$ cat config.mk
export PLATFORM = sky130hd
export DESIGN_NAME = tconv_tile_sequencer
export DESIGN_NICKNAME = d
export VERILOG_FILES = /design/src/rtl/tconv_tile_sequencer.sv
export SDC_FILE = /design/constraint.sdc
export NUM_CORES = 1
export LEC_CHECK = 0
export CAP_MARGIN = 20
export CORE_AREA = 3 3 113 137
export DETAILED_ROUTE_END_ITERATION = 10
export DIE_AREA = 0 0 116 140
export PLACE_DENSITY = 0.76
export REMOVE_ABC_BUFFERS = 1
export SLEW_MARGIN = 20
export SYNTH_ARGS = -nofsm -noshare
export SYNTH_HDL_FRONTEND = slang
export SYNTH_SLANG_ARGS = --single-unit
$ cat constraint.sdc
create_clock -name clk -period 3.15 [get_ports clk]
set_input_delay 0.63 -clock clk [delete_from_list [all_inputs] [get_ports clk]]
set_output_delay 0.63 -clock clk [all_outputs]
set_load 0.005 [all_outputs]
$ cat src/rtl/tconv_tile_sequencer.sv
// ---------------------------------------------------------------------------
// tconv_tile_sequencer
// Sequences one transposed-convolution tile job over a NUM_PE-wide PE array:
// per kernel tap it loads weights from all weight banks, streams the ifmap
// words through the array, then drains the NUM_PE accumulated columns.
//
// Ports
//   clk, rst              clock (rising edge), async active-high reset
//   start                 one-cycle job request, sampled only in IDLE
//   cfg_num_taps/ifmap    taps per job / ifmap words per tap (latched)
//   cfg_w_base/i_base     weight / ifmap base addresses (latched)
//   stall                 drain backpressure, honoured only in DRAIN
//   busy, done, err       status; done/err are one-cycle pulses in FIN
//   w_re, w_addr_rd       weight bank reads
//   if_re, if_addr_rd     ifmap reads, ifmap_sel picks the ifmap bank
//   en_weight_load, en_ifmap_load, en_psum, clear_psum, en_output
//                         per-column PE controls
//   done_select           column currently being drained
//
// state     | meaning
// ----------+-----------------------------------------------------------
// S_IDLE    | waiting for start
// S_LOAD_W  | phase 0: weight read issued, phase 1: PEs capture weights
// S_COMPUTE | word idx issued; previous word captured/accumulated; idx==N is tail
// S_DRAIN   | one column out per non-stalled cycle
// S_FIN     | one cycle with done or err, then back to IDLE
//
// All outputs are flops. The next-state logic also computes the outputs for
// the cycle being entered, so each output lines up with the state it belongs to.
// ---------------------------------------------------------------------------
module tconv_tile_sequencer #(
   parameter int NUM_PE   = 16,
   parameter int W_ADDR_W = 10,
   parameter int I_ADDR_W = 10,
   parameter int SEL_W    = 4
) (
   input  logic                clk,
   input  logic                rst,
   input  logic                start,
   input  logic [7:0]          cfg_num_taps,
   input  logic [I_ADDR_W-1:0] cfg_num_ifmap,
   input  logic [W_ADDR_W-1:0] cfg_w_base,
   input  logic [I_ADDR_W-1:0] cfg_i_base,
   input  logic                stall,
   output logic                busy,
   output logic                done,
   output logic                err,
   output logic [NUM_PE-1:0]   w_re,
   output logic [W_ADDR_W-1:0] w_addr_rd,
   output logic                if_re,
   output logic [I_ADDR_W-1:0] if_addr_rd,
   output logic [SEL_W-1:0]    ifmap_sel,
   output logic [NUM_PE-1:0]   en_weight_load,
   output logic [NUM_PE-1:0]   en_ifmap_load,
   output logic [NUM_PE-1:0]   en_psum,
   output logic [NUM_PE-1:0]   clear_psum,
   output logic [NUM_PE-1:0]   en_output,
   output logic [SEL_W:0]      done_select
);

   typedef enum logic [2:0] {S_IDLE, S_LOAD_W, S_COMPUTE, S_DRAIN, S_FIN} state_t;

   localparam logic [I_ADDR_W-1:0] I_ONE    = I_ADDR_W'(1);
   localparam logic [SEL_W:0]      COL_ONE  = (SEL_W+1)'(1);
   localparam logic [SEL_W:0]      COL_DONE = (SEL_W+1)'(NUM_PE);

   state_t              state, nxt_state;
   logic [7:0]          taps_q, nxt_taps, tap_q, nxt_tap;
   logic [I_ADDR_W-1:0] n_q, nxt_n, i_base_q, nxt_i_base, idx_q, nxt_idx;
   logic [W_ADDR_W-1:0] w_base_q, nxt_w_base;
   logic                ld_phase_q, nxt_ld_phase;
   logic [SEL_W:0]      col_q, nxt_col;

   logic                busy_d, done_d, err_d, if_re_d;
   logic [NUM_PE-1:0]   w_re_d, en_wl_d, en_ifl_d, en_psum_d, clear_d, en_out_d;
   logic [W_ADDR_W-1:0] w_addr_d;
   logic [I_ADDR_W-1:0] if_addr_d;
   logic [SEL_W-1:0]    sel_d;
   logic [SEL_W:0]      dsel_d;

   always_comb begin
      nxt_state    = state;
      nxt_taps     = taps_q;
      nxt_n        = n_q;
      nxt_w_base   = w_base_q;
      nxt_i_base   = i_base_q;
      nxt_tap      = tap_q;
      nxt_idx      = idx_q;
      nxt_ld_phase = ld_phase_q;
      nxt_col      = col_q;
      done_d       = 1'b0;
      err_d        = 1'b0;
      w_re_d       = '0;
      w_addr_d     = '0;
      if_re_d      = 1'b0;
      if_addr_d    = '0;
      sel_d        = '0;
      en_wl_d      = '0;
      en_ifl_d     = '0;
      en_psum_d    = '0;
      clear_d      = '0;
      en_out_d     = '0;
      dsel_d       = '0;

      case (state)
         S_IDLE: begin
            if (start) begin
               nxt_taps   = cfg_num_taps;
               nxt_n      = cfg_num_ifmap;
               nxt_w_base = cfg_w_base;
               nxt_i_base = cfg_i_base;
               nxt_tap    = '0;
               if (cfg_num_taps == '0 || cfg_num_ifmap == '0) begin
                  nxt_state = S_FIN;
                  err_d     = 1'b1;
               end else begin
                  nxt_state    = S_LOAD_W;
                  nxt_ld_phase = 1'b0;
                  w_re_d       = '1;
                  w_addr_d     = cfg_w_base;
               end
            end
         end
         S_LOAD_W: begin
            if (!ld_phase_q) begin
               nxt_ld_phase = 1'b1;
               en_wl_d      = '1;
            end else begin
               nxt_state = S_COMPUTE;
               nxt_idx   = '0;
               if_re_d   = 1'b1;
               if_addr_d = i_base_q;
            end
         end
         S_COMPUTE: begin
            if (idx_q == n_q) begin
               nxt_state = S_DRAIN;
               en_out_d  = '1;
               dsel_d    = '0;
               nxt_col   = COL_ONE;
            end else begin
               // word idx_q lands in the PEs next cycle; idx_q==0 opens a fresh psum
               nxt_idx   = idx_q + I_ONE;
               en_ifl_d  = '1;
               en_psum_d = '1;
               if (idx_q == '0) clear_d = '1;
               if (nxt_idx < n_q) begin
                  if_re_d   = 1'b1;
                  sel_d     = nxt_idx[SEL_W-1:0];
                  if_addr_d = i_base_q + (nxt_idx >> SEL_W);
               end
            end
         end
         S_DRAIN: begin
            // col_q counts columns already presented; NUM_PE means drain complete
            if (stall) begin
               dsel_d = done_select;
            end else if (col_q == COL_DONE) begin
               if (({1'b0, tap_q} + 9'd1) < {1'b0, taps_q}) begin
                  nxt_state    = S_LOAD_W;
                  nxt_tap      = tap_q + 8'd1;
                  nxt_ld_phase = 1'b0;
                  w_re_d       = '1;
                  w_addr_d     = w_base_q + W_ADDR_W'(tap_q + 8'd1);
               end else begin
                  nxt_state = S_FIN;
                  done_d    = 1'b1;
               end
            end else begin
               en_out_d = '1;
               dsel_d   = col_q;
               nxt_col  = col_q + COL_ONE;
            end
         end
         S_FIN: begin
            nxt_state = S_IDLE;
         end
         default: nxt_state = S_IDLE;
      endcase

      busy_d = (nxt_state != S_IDLE);
   end

   always_ff @(posedge clk or posedge rst) begin
      if (rst) begin
         state          <= S_IDLE;
         taps_q         <= '0;
         n_q            <= '0;
         w_base_q       <= '0;
         i_base_q       <= '0;
         tap_q          <= '0;
         idx_q          <= '0;
         ld_phase_q     <= 1'b0;
         col_q          <= '0;
         busy           <= 1'b0;
         done           <= 1'b0;
         err            <= 1'b0;
         w_re           <= '0;
         w_addr_rd      <= '0;
         if_re          <= 1'b0;
         if_addr_rd     <= '0;
         ifmap_sel      <= '0;
         en_weight_load <= '0;
         en_ifmap_load  <= '0;
         en_psum        <= '0;
         clear_psum     <= '0;
         en_output      <= '0;
         done_select    <= '0;
      end else begin
         state          <= nxt_state;
         taps_q         <= nxt_taps;
         n_q            <= nxt_n;
         w_base_q       <= nxt_w_base;
         i_base_q       <= nxt_i_base;
         tap_q          <= nxt_tap;
         idx_q          <= nxt_idx;
         ld_phase_q     <= nxt_ld_phase;
         col_q          <= nxt_col;
         busy           <= busy_d;
         done           <= done_d;
         err            <= err_d;
         w_re           <= w_re_d;
         w_addr_rd      <= w_addr_d;
         if_re          <= if_re_d;
         if_addr_rd     <= if_addr_d;
         ifmap_sel      <= sel_d;
         en_weight_load <= en_wl_d;
         en_ifmap_load  <= en_ifl_d;
         en_psum        <= en_psum_d;
         clear_psum     <= clear_d;
         en_output      <= en_out_d;
         done_select    <= dsel_d;
      end
   end

endmodule

==> results by group, run 1 <==
Outcome
  • Status: complete, no violations

Routing
  • Total Wirelength: between 10 and 15 mm
  • Via count: roughly 4.9k
  • Starting DRT DRC Count: roughly 220
  • Antenna Nets Post-Route: 0
  • Avg WL per Cell: 15.2 µm
  • Detailed Routing Iterations Pass 1: 4
  • DRC: 0
  • Via-to-Cell Ratio: between 5 and 6

Critical path
  • Critical Path End Type: flop
  • Critical Path Stages: 11
  • WP data required: 3.44 ns
  • Worst stage delay on the critical path: 0.60 ns
  • Crit-path cells: ha_1 > and3_1 > and3_2 > xor2_1 > ha_1 > a2111o_1 > nor2_1 > a211oi_1 > a211oi_2 > or4b_2 > nand3_1
  • CP Launch Type: flop
  • Most used cell, CP: ha_1
  • R2r worst-path depth: 11
  • CP bufs+invs: 0
  • Origin of the critical flop-to-flop path: idx_q[0]$_DFFE_PP0P_
  • Setup CP Type: flop to flop
  • Highest-delay cell along the critical path: or4b_2
  • Critical Path Fanout Max: 4
  • Data arrival, critical path: 3.32 ns
  • Family with the most delay on the worst path: simple AND/OR/NAND/NOR gates
  • Worst Setup SP: idx_q[0]$_DFFE_PP0P_

Synth
  • Post-Synthesis Cells: 688
  • Simple-gate share of the synthesized area: 18.1%
  • Compound-Gate Fraction of Synth Area: approximately an eighth
  • Adder-cell share of the synthesized area: 7.88%
  • Post-synthesis cell type count: 62
  • Synth Area in XOR/XNOR: 4.64%
  • Syn_area_per_cell: approximately 9.0 µm²
  • Warnings from Yosys: 0
  • Synth Cell Area: 0.00622 mm²
  • Post-synthesis sequential area ratio: 41.4%
  • FF+latch count, synth: 103
  • Predominant post-synthesis flop cell: dfrtp_1
  • Mux contribution to synthesized area: 0.824%
  • EDFF count, synth: 0
  • Asr flop ratio synth: 100%
  • Largest family of logic cells by synthesized area: simple AND/OR/NAND/NOR gates

Clock network
  • Clock tree buffer depth: 2
  • CTS buffer count: 9
  • CTS tree: done
  • Clk_lat worst skew: 0.35 ns
  • Clock Sink Count: 103
  • Hold buffers post-CTS: 0
  • Clk root buf: clkbuf_16
  • Clock-pin slew on the worst setup and hold paths: 0.07 ns
  • Htree depth: 3

Global route
  • Vias in the first global route: 4,946
  • GRT overflow: 0
  • Initial antenna violation count: 0
  • GRT Total Usage: 18.2%
  • Global-route wire length before repair: 23.6 mm
  • Largest net degree at the start of global routing: 53

Floorplanning
  • Initial core utilization: 43.5%
  • Die extent in y: 140 µm
  • Die Area: 0.0162 mm²
  • Placeable Area: between 0.01 and 0.015 mm²
  • # IOs: 171
  • Row Count: 48
  • Chip width: 116 µm

Timing
  • F_max: 329 MHz
  • Endpoints failing setup: 0
  • Setup_tns: 0 ns
  • Skew final: 0.00490 ns
  • Final worst slack: roughly 0.11 ns
  • Hold_ws: 0.485 ns
  • Worst slew margin: between 40% and 50%
  • RSZ-0062 raised after global routing: true
  • Min cycle time layout: 3.04 ns
  • Final slew viol count: 0
  • Final worst-path cycle share: 96.4%
  • Hold Vio Cnt, Final: 0
  • Worst-margin pin slew: 0.869 ns

Final layout
  • Antenna diode count: 0
  • Layout cells sized above 1: 8.02%
  • Fin nets: between 800 and 900
  • Layout Area Growth over Synthesis: 26.9%
  • Design area: 0.00790 mm²

Hold path
  • Hold Path Stages: 2
  • Worst hold path type: flop to flop
  • HP Start: w_base_q[7]$_DFFE_PP0P_

Place
  • GPL Wtd Cong: 0.845
  • IO Port Bufs: 170
  • Dpl hpwl: between 10 and 15 mm
  • Pre-CTS WS: approximately 0.11 ns
  • Dpl cell area: 0.00756 mm²

Job
  • Max-Cap Viols: 0

Power
  • Leakage: 3.70 nW
  • Worst VDD drop: around 370 µV
  • Overall power: 6.05 mW
  • PD cells: 766 mW/mm²
[flip-flops by register name (all words and copies together) (netlist names), 3 cells and up]
| signal | cells |
|---|---|
| done_select | 5 |
| taps_q | 8 |
| state | 3 |
| n_q | 10 |
| idx_q | 10 |
| w_base_q | 10 |
| i_base_q | 10 |
| if_addr_rd | 10 |
| col_q | 5 |
| tap_q | 8 |
| ifmap_sel | 4 |
| w_addr_rd | 10 |
[layout make-up]
cell class	count	area (µm²)
Fill cell	1291	6390
Multi-Input combinational cell	433	2730
Sequential cell	103	2580
Timing Repair Buffer	196	1910
Clock buffer	11	243
Tap cell	175	219
Inverter	38	145
Clock inverter	5	81.3
[cells in the mapped netlist, drive strengths merged (9+ instances only)]
master | n | area (µm²)
a21o | 10 | 75.1
o21ai | 57 | 289
a21oi | 15 | 75.1
xnor2 | 15 | 131
buf | 100 | 737
and3 | 9 | 56.3
ha | 36 | 450
dfrtp | 103 | 2580
inv | 38 | 143
clkbuf | 14 | 53.8
nand2 | 115 | 434
xor2 | 18 | 158
nor3 | 10 | 50.1
nor2 | 36 | 138
nand3 | 22 | 110
[through the flow]
stage / cells / utilization, %
floorplan: 574 / -
global placement: 944 / 52.9
detailed placement: 944 / 52.9
CTS: 960 / 55.2
global route: 961 / 55.3
finish: 961 / 55.3
[per-layer routing]
metal,vias up,global-route usage [%],routed length (µm)
met5,-,0,0
met3,35,2.64,708
met2,144,33.8,7890
met4,0,8.55,488
met1,2286,20.0,5500
li1,2412,-,-
[kinds of logic (layout without fill, tap and decap cells)]
| family | Yosys count | in the layout |
|---|---|---|
| multiplexers | 5 | 5 |
| AND/OR/NAND/NOR | 237 | 237 |
| AO/OA/AOI/OAI | 120 | 120 |
| flip-flops | 103 | 103 |
| buffers and inverters | 152 | 250 |
| XOR/XNOR | 33 | 33 |
| adder cells (fa/ha/maj) | 38 | 38 |
[timing repair]
item / in CTS / in global routing
setup endpoints to repair: 0 / 11
gates resized for setup: 0 / 2
setup buffers: 0 / 1
[cell usage in the layout, fill, tap and decap left out, types with 3 or more instances in the layout]
| cell type | count |
|---|---|
| nor3_1 | 9 |
| xnor2_1 | 15 |
| xor2_1 | 18 |
| o31ai_1 | 4 |
| or2_2 | 3 |
| nand2_1 | 114 |
| o2111ai_1 | 3 |
| nor4_1 | 7 |
| nand3_1 | 22 |
| and3_1 | 8 |
| nor2_1 | 35 |
| mux2i_1 | 4 |
| a22oi_1 | 3 |
| nor2b_1 | 5 |
| nand2b_1 | 7 |
| inv_1 | 35 |
| clkdlybuf4s50_1 | 170 |
| a21oi_1 | 15 |
| ha_1 | 36 |
| and2_1 | 4 |
| a31oi_1 | 4 |
| clkbuf_16 | 9 |
| o21ai_0 | 55 |
| o22ai_1 | 4 |
| dfrtp_1 | 103 |
| a21o_1 | 10 |
| o211ai_1 | 3 |
| a22o_1 | 4 |
| buf_4 | 25 |
[worst register-to-register path, stage by stage (launching register included)]
cell and delay, ns:
dfrtp_1 0.40, ha_1 0.22, and3_1 0.20, and3_2 0.25
xor2_1 0.17, ha_1 0.20, a2111o_1 0.43, nor2_1 0.11
a211oi_1 0.06, a211oi_2 0.25, or4b_2 0.60, nand3_1 0.10
[path summary, 6_finish.rpt]
kind / slack (ns) / endpoint
setup / recovery: 0.11 / if_addr_rd[9]$_DFF_PP0_
hold / removal: 0.48 / w_base_q[7]$_DFFE_PP0P_
setup reg to reg: 0.11 / if_addr_rd[9]$_DFF_PP0_
hold reg to reg: 0.48 / w_base_q[7]$_DFFE_PP0P_
max in group asynchronous: 1.73 / ifmap_sel[1]$_DFF_PP0_
min in group asynchronous: 0.67 / en_weight_load[14]$_DFF_PP0_
[power by group]
part / internal (mW) / switching, mW
registers: 1.74 / 0.372
logic: 1.53 / 1.21
clock network: 0.718 / 0.482
total: 3.99 / 2.06
No activity file was read; power rests on OpenSTA's default activity.
==> inputs of run 2 (changes only) <==
- SLEW_MARGIN: 20 -> 0
==> results of run 2 <==
Final layout, timing and power as in run 1 (identical DEF).
